`src/rtl/aes_key_scheduler_if.sv`:
```
// Key-in / round-key-out handshake bundle for aes_key_scheduler.
// master is the scheduler side, slave is the cipher/consumer side.
interface aes_key_scheduler_if #(
  parameter int KEY_BITS = 128
);
  logic [KEY_BITS-1:0] key_in;
  logic                key_valid;
  logic                key_ready;
  logic [127:0]        rk_out;
  logic [3:0]          rk_idx;
  logic                rk_valid;
  logic                rk_ready;
  logic                rk_last;
  logic                busy;
  logic [3:0]          rd_idx;
  logic [127:0]        rd_key;
  logic                store_valid;

  modport master (
    input  key_in, key_valid, rk_ready, rd_idx,
    output key_ready, rk_out, rk_idx, rk_valid,
    output rk_last, busy, rd_key, store_valid
  );

  modport slave (
    output key_in, key_valid, rk_ready, rd_idx,
    input  key_ready, rk_out, rk_idx, rk_valid,
    input  rk_last, busy, rd_key, store_valid
  );
endinterface

```
`src/rtl/aes_key_scheduler.sv`:
```
// Word-serial AES-128/192/256 key schedule streaming 128-bit round keys.
// Optional round-key store enabled by defining KEY_SCHED_STORE_EN.
module sub_byte (
  input  logic [7:0] a,
  output logic [7:0] y
);
  function automatic logic [7:0] gmul(
    input logic [7:0] x,
    input logic [7:0] z
  );
    logic [7:0] r, p;
    r = '0;
    p = x;
    for (int k = 0; k < 8; k++) begin
      if (z[k]) r = r ^ p;
      p = {p[6:0], 1'b0} ^ (p[7] ? 8'h1b : 8'h00);
    end
    return r;
  endfunction

  // a^254 is the field inverse, and maps 0 to 0
  function automatic logic [7:0] ginv(input logic [7:0] x);
    logic [7:0] sq, inv;
    sq  = x;
    inv = 8'h01;
    for (int k = 1; k < 8; k++) begin
      sq  = gmul(sq, sq);
      inv = gmul(inv, sq);
    end
    return inv;
  endfunction

  logic [7:0] b;
  assign b = ginv(a);
  assign y = b ^ {b[6:0], b[7]} ^ {b[5:0], b[7:6]}
           ^ {b[4:0], b[7:5]} ^ {b[3:0], b[7:4]} ^ 8'h63;
endmodule

module aes_key_scheduler #(
  parameter int KEY_BITS = 128
) (
  input logic             clk,
  input logic             rst_n,
  aes_key_scheduler_if.master bus
);
  localparam int NK = KEY_BITS / 32;
  localparam int NR = NK + 6;
  localparam int NW = 4 * (NR + 1);
  localparam logic [5:0] NK6   = 6'(NK);
  localparam logic [5:0] LASTW = 6'(NW - 1);
  localparam logic [3:0] NR4   = 4'(NR);
  localparam logic [2:0] NKM1  = 3'(NK - 1);

  typedef enum logic [1:0] {IDLE, GEN, DRAIN} state_t;

  state_t       state;
  logic [31:0]  kw  [8];
  logic [31:0]  win [NK];
  logic [31:0]  col [4];
  logic [5:0]   wi;
  logic [2:0]   wm;
  logic [7:0]   rcon;
  logic [31:0]  w1, wk, sub_in, sub_out;
  logic [31:0]  t, w_new;
  logic [127:0] rk_data;
  logic         hs, out_free, advance;
  logic         rk_load, accept;

  function automatic logic [7:0] xtime(input logic [7:0] r);
    return {r[6:0], 1'b0} ^ (r[7] ? 8'h1b : 8'h00);
  endfunction

  assign w1     = win[0];
  assign wk     = win[NK-1];
  assign sub_in = (wm == 3'd0) ? {w1[23:0], w1[31:24]} : w1;

  for (genvar g = 0; g < 4; g++) begin : g_sb
    sub_byte u_sb (
      .a(sub_in[8*g +: 8]),
      .y(sub_out[8*g +: 8])
    );
  end

  always_comb begin
    t = w1;
    unique case (1'b1)
      (wm == 3'd0):            t = sub_out ^ {rcon, 24'h0};
      (NK == 8 && wm == 3'd4): t = sub_out;
      default:                 t = w1;
    endcase
    w_new = (wi < NK6) ? kw[wi[2:0]] : (wk ^ t);
  end

  // the fourth word of a round may only land if the output slot frees up
  assign rk_data  = {col[0], col[1], col[2], w_new};
  assign hs       = bus.rk_valid && bus.rk_ready;
  assign out_free = !bus.rk_valid || bus.rk_ready;
  assign advance  = (state == GEN)
                 && (wi[1:0] != 2'd3 || out_free);
  assign rk_load  = advance && (wi[1:0] == 2'd3);
  assign accept   = (state == IDLE) && bus.key_valid;

  always_ff @(posedge clk) begin
    if (!rst_n) begin
      state         <= IDLE;
      bus.key_ready <= 1'b1;
      bus.busy      <= 1'b0;
      bus.rk_out    <= '0;
      bus.rk_idx    <= '0;
      bus.rk_valid  <= 1'b0;
      bus.rk_last   <= 1'b0;
      wi            <= '0;
      wm            <= '0;
      rcon          <= 8'h01;
      for (int j = 0; j < 8; j++) kw[j] <= '0;
      for (int j = 0; j < NK; j++) win[j] <= '0;
      for (int j = 0; j < 4; j++) col[j] <= '0;
    end else begin
      if (hs) begin
        bus.rk_valid <= 1'b0;
        bus.rk_last  <= 1'b0;
      end
      if (rk_load) begin
        bus.rk_out   <= rk_data;
        bus.rk_idx   <= wi[5:2];
        bus.rk_valid <= 1'b1;
        bus.rk_last  <= (wi[5:2] == NR4);
      end
      unique case (state)
        IDLE: if (accept) begin
          for (int j = 0; j < NK; j++)
            kw[j] <= bus.key_in[KEY_BITS-1-32*j -: 32];
          wi            <= '0;
          wm            <= '0;
          rcon          <= 8'h01;
          bus.key_ready <= 1'b0;
          bus.busy      <= 1'b1;
          state         <= GEN;
        end
        GEN: if (advance) begin
          win[0] <= w_new;
          for (int j = 1; j < NK; j++) win[j] <= win[j-1];
          col[wi[1:0]] <= w_new;
          wi <= wi + 6'd1;
          wm <= (wm == NKM1) ? 3'd0 : wm + 3'd1;
          if (wi >= NK6 && wm == 3'd0) rcon <= xtime(rcon);
          if (wi == LASTW) state <= DRAIN;
        end
        DRAIN: if (hs && bus.rk_last) begin
          bus.key_ready <= 1'b1;
          bus.busy      <= 1'b0;
          state         <= IDLE;
        end
        default: state <= IDLE;
      endcase
    end
  end

`ifdef KEY_SCHED_STORE_EN
  logic [127:0] store [15];

  always_ff @(posedge clk) begin
    if (!rst_n) begin
      for (int j = 0; j < 15; j++) store[j] <= '0;
      bus.store_valid <= 1'b0;
      bus.rd_key      <= '0;
    end else begin
      if (rk_load) store[wi[5:2]] <= rk_data;
      if (rk_load && wi[5:2] == NR4)
        bus.store_valid <= 1'b1;
      else if (accept)
        bus.store_valid <= 1'b0;
      bus.rd_key <= (bus.rd_idx <= NR4)
                  ? store[bus.rd_idx] : '0;
    end
  end
`else
  logic unused_rd_idx;
  assign unused_rd_idx   = ^bus.rd_idx;
  assign bus.rd_key      = '0;
  assign bus.store_valid = 1'b0;
`endif
endmodule
```
`src/flat_wrapper.sv`:
```
// flat-port wrapper written by rule: the top's interface ports become plain ports
module aes_key_scheduler_flat 
#(
  parameter int KEY_BITS = 128
)
  (clk, rst_n, bus_key_in, bus_key_valid, bus_rk_ready, bus_rd_idx, bus_key_ready, bus_rk_out, bus_rk_idx, bus_rk_valid, bus_rk_last, bus_busy, bus_rd_key, bus_store_valid);
  aes_key_scheduler_if #(.KEY_BITS(KEY_BITS)) bus_i ();
  input logic clk;
  input logic rst_n;
  input wire logic [$bits(bus_i.key_in)-1:0] bus_key_in;
  input wire logic [$bits(bus_i.key_valid)-1:0] bus_key_valid;
  input wire logic [$bits(bus_i.rk_ready)-1:0] bus_rk_ready;
  input wire logic [$bits(bus_i.rd_idx)-1:0] bus_rd_idx;
  output wire logic [$bits(bus_i.key_ready)-1:0] bus_key_ready;
  output wire logic [$bits(bus_i.rk_out)-1:0] bus_rk_out;
  output wire logic [$bits(bus_i.rk_idx)-1:0] bus_rk_idx;
  output wire logic [$bits(bus_i.rk_valid)-1:0] bus_rk_valid;
  output wire logic [$bits(bus_i.rk_last)-1:0] bus_rk_last;
  output wire logic [$bits(bus_i.busy)-1:0] bus_busy;
  output wire logic [$bits(bus_i.rd_key)-1:0] bus_rd_key;
  output wire logic [$bits(bus_i.store_valid)-1:0] bus_store_valid;
  assign bus_i.key_in = bus_key_in;
  assign bus_i.key_valid = bus_key_valid;
  assign bus_i.rk_ready = bus_rk_ready;
  assign bus_i.rd_idx = bus_rd_idx;
  assign bus_key_ready = bus_i.key_ready;
  assign bus_rk_out = bus_i.rk_out;
  assign bus_rk_idx = bus_i.rk_idx;
  assign bus_rk_valid = bus_i.rk_valid;
  assign bus_rk_last = bus_i.rk_last;
  assign bus_busy = bus_i.busy;
  assign bus_rd_key = bus_i.rd_key;
  assign bus_store_valid = bus_i.store_valid;
  aes_key_scheduler #(.KEY_BITS(KEY_BITS)) u_core (.clk(clk), .rst_n(rst_n), .bus(bus_i));
endmodule
```
`config.mk`:
```
export PLATFORM = sky130hd
export DESIGN_NAME = aes_key_scheduler_flat
export DESIGN_NICKNAME = d
export VERILOG_FILES = /design/src/rtl/aes_key_scheduler_if.sv /design/src/rtl/aes_key_scheduler.sv /design/src/flat_wrapper.sv
export SDC_FILE = /design/constraint.sdc
export NUM_CORES = 2
export LEC_CHECK = 0
export CAP_MARGIN = 20
export CORE_MARGIN = 4
export CORE_UTILIZATION = 47
export DETAILED_ROUTE_END_ITERATION = 10
export GPL_ROUTABILITY_DRIVEN = 0
export SKIP_CTS_REPAIR_TIMING = 1
export SLEW_MARGIN = 20
export SYNTH_ARGS = -nofsm -noshare
export SYNTH_HDL_FRONTEND = slang
export SYNTH_SLANG_ARGS = --single-unit
export TNS_END_PERCENT = 30
```
`constraint.sdc`:
```
create_clock -name clk -period 41.1 [get_ports clk]
set_input_delay 8.22 -clock clk [delete_from_list [all_inputs] [get_ports clk]]
set_output_delay 8.22 -clock clk [all_outputs]
set_load 0.1 [all_outputs]
```
==> flow_summary.html <==
<table>
<tr><th>Metric</th><th>Value</th></tr>
<tr><th colspan="2">Logic synthesis</th></tr>
<tr><td>Post-synthesis average cell area</td><td>8.47 um^2</td></tr>
<tr><td>Synth top area share</td><td>0.194</td></tr>
<tr><td>Cell with the most instances after synthesis</td><td>sky130_fd_sc_hd__xnor2_1</td></tr>
<tr><td>Post-synthesis instance total</td><td>9131</td></tr>
<tr><td>Post-synthesis cell area</td><td>77300 um^2</td></tr>
<tr><td>Part of the Yosys area used for sequential elements</td><td>0.178</td></tr>
<tr><td>Largest area contributor in the netlist</td><td>sky130_fd_sc_hd__xnor2_1</td></tr>
<tr><td>Number of distinct library cells after synthesis</td><td>145</td></tr>
<tr><td>Top post-synthesis cells by area</td><td>sky130_fd_sc_hd__xnor2_1 19%, sky130_fd_sc_hd__edfxtp_1 14%, sky130_fd_sc_hd__nor2_1 6.3%</td></tr>
<tr><td>Post-synthesis register bit count</td><td>510</td></tr>
<tr><td>Ys Warns</td><td>0</td></tr>
<tr><td>Most numerous cell types in the synthesized netlist</td><td>1715 x sky130_fd_sc_hd__xnor2_1, 1305 x sky130_fd_sc_hd__nor2_1, 964 x sky130_fd_sc_hd__nand2_1</td></tr>
<tr><td>Asr flop ratio synth</td><td>0</td></tr>
<tr><td>EDFF count, synth</td><td>352</td></tr>
<tr><td>Most used flip-flop cell after synthesis</td><td>sky130_fd_sc_hd__edfxtp_1</td></tr>
<tr><th colspan="2">Floorplan</th></tr>
<tr><td>Total Die Area</td><td>171000 um^2</td></tr>
<tr><td>Die Width</td><td>414 um</td></tr>
<tr><td>Number of placed I/O pins</td><td>401</td></tr>
<tr><td>Starting utilization of the core area</td><td>0.474</td></tr>
<tr><td>Row count</td><td>148</td></tr>
<tr><td>Core area</td><td>163000 um^2</td></tr>
<tr><td>Vertical die dimension</td><td>414 um</td></tr>
<tr><th colspan="2">Finish</th></tr>
<tr><td>Net count of the finished layout</td><td>9281</td></tr>
<tr><td>Sequential cell area</td><td>13700 um^2</td></tr>
<tr><td>Fill cell total of the finished layout</td><td>15500</td></tr>
<tr><td>Growth of design area from synthesis to finish</td><td>6.32%</td></tr>
<tr><td>Area of the multi-input gates</td><td>59200 um^2</td></tr>
<tr><td>Layout cell share with drive strength beyond 1</td><td>0.104</td></tr>
<tr><th colspan="2">Detailed routing</th></tr>
<tr><td>Vias post-DR</td><td>63800</td></tr>
<tr><td>Per-cell routed wire length</td><td>19.1 um</td></tr>
<tr><td>First-pass iteration count of the detailed router</td><td>5</td></tr>
<tr><td>Routed wire length</td><td>216 mm</td></tr>
<tr><td>Starting DRC count in detailed routing</td><td>5360</td></tr>
<tr><td># DRC</td><td>0</td></tr>
<tr><td>Remaining antenna violation count after routing</td><td>0</td></tr>
<tr><td>Avg Vias per Cell</td><td>5.63</td></tr>
<tr><th colspan="2">Status</th></tr>
<tr><td>Run status</td><td>completed</td></tr>
<tr><th colspan="2">Worst setup path</th></tr>
<tr><td>Most repeated library cell on the critical path</td><td>sky130_fd_sc_hd__xnor2_1</td></tr>
<tr><td>Worst EP arrival</td><td>21.44 ns</td></tr>
<tr><td>Endpoint required time on the critical path</td><td>41.59 ns</td></tr>
<tr><td>Max FO, Critical Path</td><td>51</td></tr>
<tr><td>Critical path endpoint category</td><td>register</td></tr>
<tr><td>Startpoint type of the worst setup path</td><td>register</td></tr>
<tr><td>Crit path largest cell delay</td><td>1.00 ns</td></tr>
<tr><td>Highest-delay cell along the critical path</td><td>sky130_fd_sc_hd__xnor3_1</td></tr>
<tr><td>Path type of the worst setup path</td><td>register to register</td></tr>
<tr><th colspan="2">Timing</th></tr>
<tr><td>Final Setup Violations</td><td>0</td></tr>
<tr><td>Slack of the critical path</td><td>20.15 ns</td></tr>
<tr><td>Skew final</td><td>0.0218 ns</td></tr>
<tr><td>Fmax</td><td>0.0477 GHz</td></tr>
<tr><td>Worst Max-Slew Pin Slew</td><td>1.19 ns</td></tr>
<tr><td>Portion of the clock cycle consumed by the worst path in the final layout</td><td>0.510</td></tr>
<tr><td>Max-slew headroom</td><td>0.209</td></tr>
<tr><td>Number of failing hold endpoints at the final stage</td><td>0</td></tr>
<tr><td>Time the final worst path needs with I/O delays and setup</td><td>20.95 ns</td></tr>
<tr><td>Final sum of negative setup slack</td><td>0 ns</td></tr>
<tr><td>Count of final max-slew check failures</td><td>0</td></tr>
<tr><td>Unrepaired setup endpoints after global routing</td><td>false</td></tr>
<tr><th colspan="2">Clocking</th></tr>
<tr><td>Clock root buffer</td><td>sky130_fd_sc_hd__clkbuf_16</td></tr>
<tr><td>Worst-Skew Late Latency</td><td>0.59 ns</td></tr>
<tr><td>Clock transition at the register clock pins on the worst setup and hold paths after CTS</td><td>0.06 ns</td></tr>
<tr><td>Maximum level of the CTS H-tree</td><td>2</td></tr>
<tr><td>CTS tree</td><td>built</td></tr>
<tr><td>Number of clock sinks seen by CTS</td><td>510</td></tr>
<tr><td>Num CTS Buffers</td><td>50</td></tr>
<tr><td>Deepest clock path buffer count</td><td>3</td></tr>
<tr><th colspan="2">GRT</th></tr>
<tr><td>Met2 usage in global routing</td><td>0.417</td></tr>
<tr><td>Via count of the first global-routing pass</td><td>59900</td></tr>
<tr><td>Antenna violations before repair</td><td>1</td></tr>
<tr><td>Busiest layer in global routing</td><td>met2</td></tr>
<tr><td>Wire length of the first global-routing pass</td><td>341 mm</td></tr>
<tr><td>GR Util met1</td><td>0.337</td></tr>
<tr><td>Overflow left after global routing</td><td>0</td></tr>
<tr><td>Pin count of the biggest net entering global routing</td><td>129</td></tr>
<tr><td>Global router's overall resource usage</td><td>0.242</td></tr>
<tr><td>Met3 usage in global routing</td><td>0.0140</td></tr>
<tr><th colspan="2">Flow run</th></tr>
<tr><td>Max-cap violations</td><td>0</td></tr>
<tr><th colspan="2">Place</th></tr>
<tr><td>Count of buffers inserted at the top-level ports</td><td>267</td></tr>
<tr><td>Placement-stage worst setup slack</td><td>20.40 ns</td></tr>
<tr><td>Total half-perimeter wirelength after legalization and detailed placement</td><td>153 mm</td></tr>
<tr><th colspan="2">Hold path</th></tr>
<tr><td>Kind of path behind the tightest hold check</td><td>register to register</td></tr>
</table>
==> worst max-delay path: cells and delay by family (launching register included) <==
family,cells,cell delay [ns]
AOI/OAI and AO/OA,13,3.12
xor gates and xnor gates,25,9.30
adders and majority gates,4,1.88
buffers and inverters,8,2.63
DFF,1,0.39
muxes,2,0.93
and+or+nand+nor,11,2.49
==> through the flow <==
stage | util | hold slack [ns] | instance area, um^2 | instances
after floorplan | - | 0.455 | 77800 | 9259
after global placement | 0.494 | 0.453 | 80500 | 11200
after detailed placement | 0.494 | 0.459 | 80500 | 11200
after CTS | 0.503 | 0.467 | 82100 | 11300
after global routing | 0.504 | 0.486 | 82200 | 11300
final | 0.504 | 0.461 | 82200 | 11300
==> logic make-up (layout without fill, tap and decap cells) <==
logic type               count (synthesis)  count (layout)  share of synthesized area
AO/OA/AOI/OAI                         1594            1594                      0.135
XOR/XNOR                              2664            2664                      0.380
adder cells (fa/ha/maj)                 27              27                    0.00424
buffers and inverters                  810             714                     0.0682
flip-flops                             510             510                      0.178
multiplexers                           297             297                     0.0486
other                                    1             131                  0.0000485
AND/OR/NAND/NOR                       3228            3228                      0.185
==> cell usage in the layout, fill, tap and decap left out, types with 27 or more instances in the layout <==
cell and count:
sky130_fd_sc_hd__and3_1 112, sky130_fd_sc_hd__xnor2_1 1681, sky130_fd_sc_hd__nand2_1 963, sky130_fd_sc_hd__a211oi_1 61
sky130_fd_sc_hd__a22oi_1 50, sky130_fd_sc_hd__nor3_1 168, sky130_fd_sc_hd__xor2_2 50, sky130_fd_sc_hd__a21boi_0 121
sky130_fd_sc_hd__nor2b_1 45, sky130_fd_sc_hd__o22ai_1 96, sky130_fd_sc_hd__conb_1 129, sky130_fd_sc_hd__dfxtp_1 157
sky130_fd_sc_hd__xnor3_2 50, sky130_fd_sc_hd__xnor3_1 155, sky130_fd_sc_hd__and2_1 185, sky130_fd_sc_hd__clkbuf_16 50
sky130_fd_sc_hd__o21ai_1 39, sky130_fd_sc_hd__mux2_2 40, sky130_fd_sc_hd__mux4_2 27, sky130_fd_sc_hd__a31oi_1 61
sky130_fd_sc_hd__a21oi_1 388, sky130_fd_sc_hd__buf_4 247, sky130_fd_sc_hd__xnor2_4 32, sky130_fd_sc_hd__nor2_1 1302
sky130_fd_sc_hd__edfxtp_1 352, sky130_fd_sc_hd__nand2b_1 58, sky130_fd_sc_hd__o31ai_1 32, sky130_fd_sc_hd__or3_1 30
sky130_fd_sc_hd__xnor3_4 29, sky130_fd_sc_hd__xor2_1 460, sky130_fd_sc_hd__o21ai_0 354, sky130_fd_sc_hd__o211ai_1 58
sky130_fd_sc_hd__xnor2_2 157, sky130_fd_sc_hd__clkdlybuf4s50_1 265, sky130_fd_sc_hd__mux2i_1 182, sky130_fd_sc_hd__nand3_1 163
sky130_fd_sc_hd__inv_1 86, sky130_fd_sc_hd__nand4_1 28
==> registers in the layout (all words and copies together), names as in the netlist, named ones only <==
| name | count |
|---|---|
| u_core.bus.rk_out | 128 |
| u_core.bus.rk_idx | 4 |
| u_core.kw | 128 |
| u_core.wm | 3 |
| u_core.bus.busy | 1 |
| u_core.bus.key_ready | 1 |
| u_core.state | 2 |
| u_core.win | 128 |
| u_core.wi | 6 |
| u_core.col | 96 |
| u_core.rcon | 8 |
| u_core.bus.rk_valid | 1 |
| u_core.bus.rk_last | 1 |
==> routing by layer <==
layer / vias up / share of wire
met5: - / 0
met1: 30800 / 0.45
li1: 30800 / -
met2: 1995 / 0.49
met4: 0 / 0.017
met3: 234 / 0.050
==> final cells by class <==
type | count | area share
multi-input combinational | 7939 | 0.720
sequential | 510 | 0.167
timing repair buffer | 515 | 0.0552
tap | 2175 | 0.0331
clock buffer | 77 | 0.0176
inverter | 106 | 0.00499
clock inverter | 16 | 0.00193
antenna | 2 | 0.0000609
==> worst paths after layout <==
path | from | end | slack [ns] | depth (start not counted)
worst max-delay path | u_core.wm[0] | u_core.bus.rk_out[22] | 20.15 | 63
worst min-delay path | u_core.bus.rk_out[67] | u_core.bus.rk_out[67] | 0.46 | 2
worst max register to register | u_core.wm[0] | u_core.bus.rk_out[22] | 20.15 | 63
worst min register to register | u_core.bus.rk_out[67] | u_core.bus.rk_out[67] | 0.46 | 2
Power is left out: the tool's default activity adds up to more than one toggle a clock period on the data nets, which glitch-free logic cannot reach.
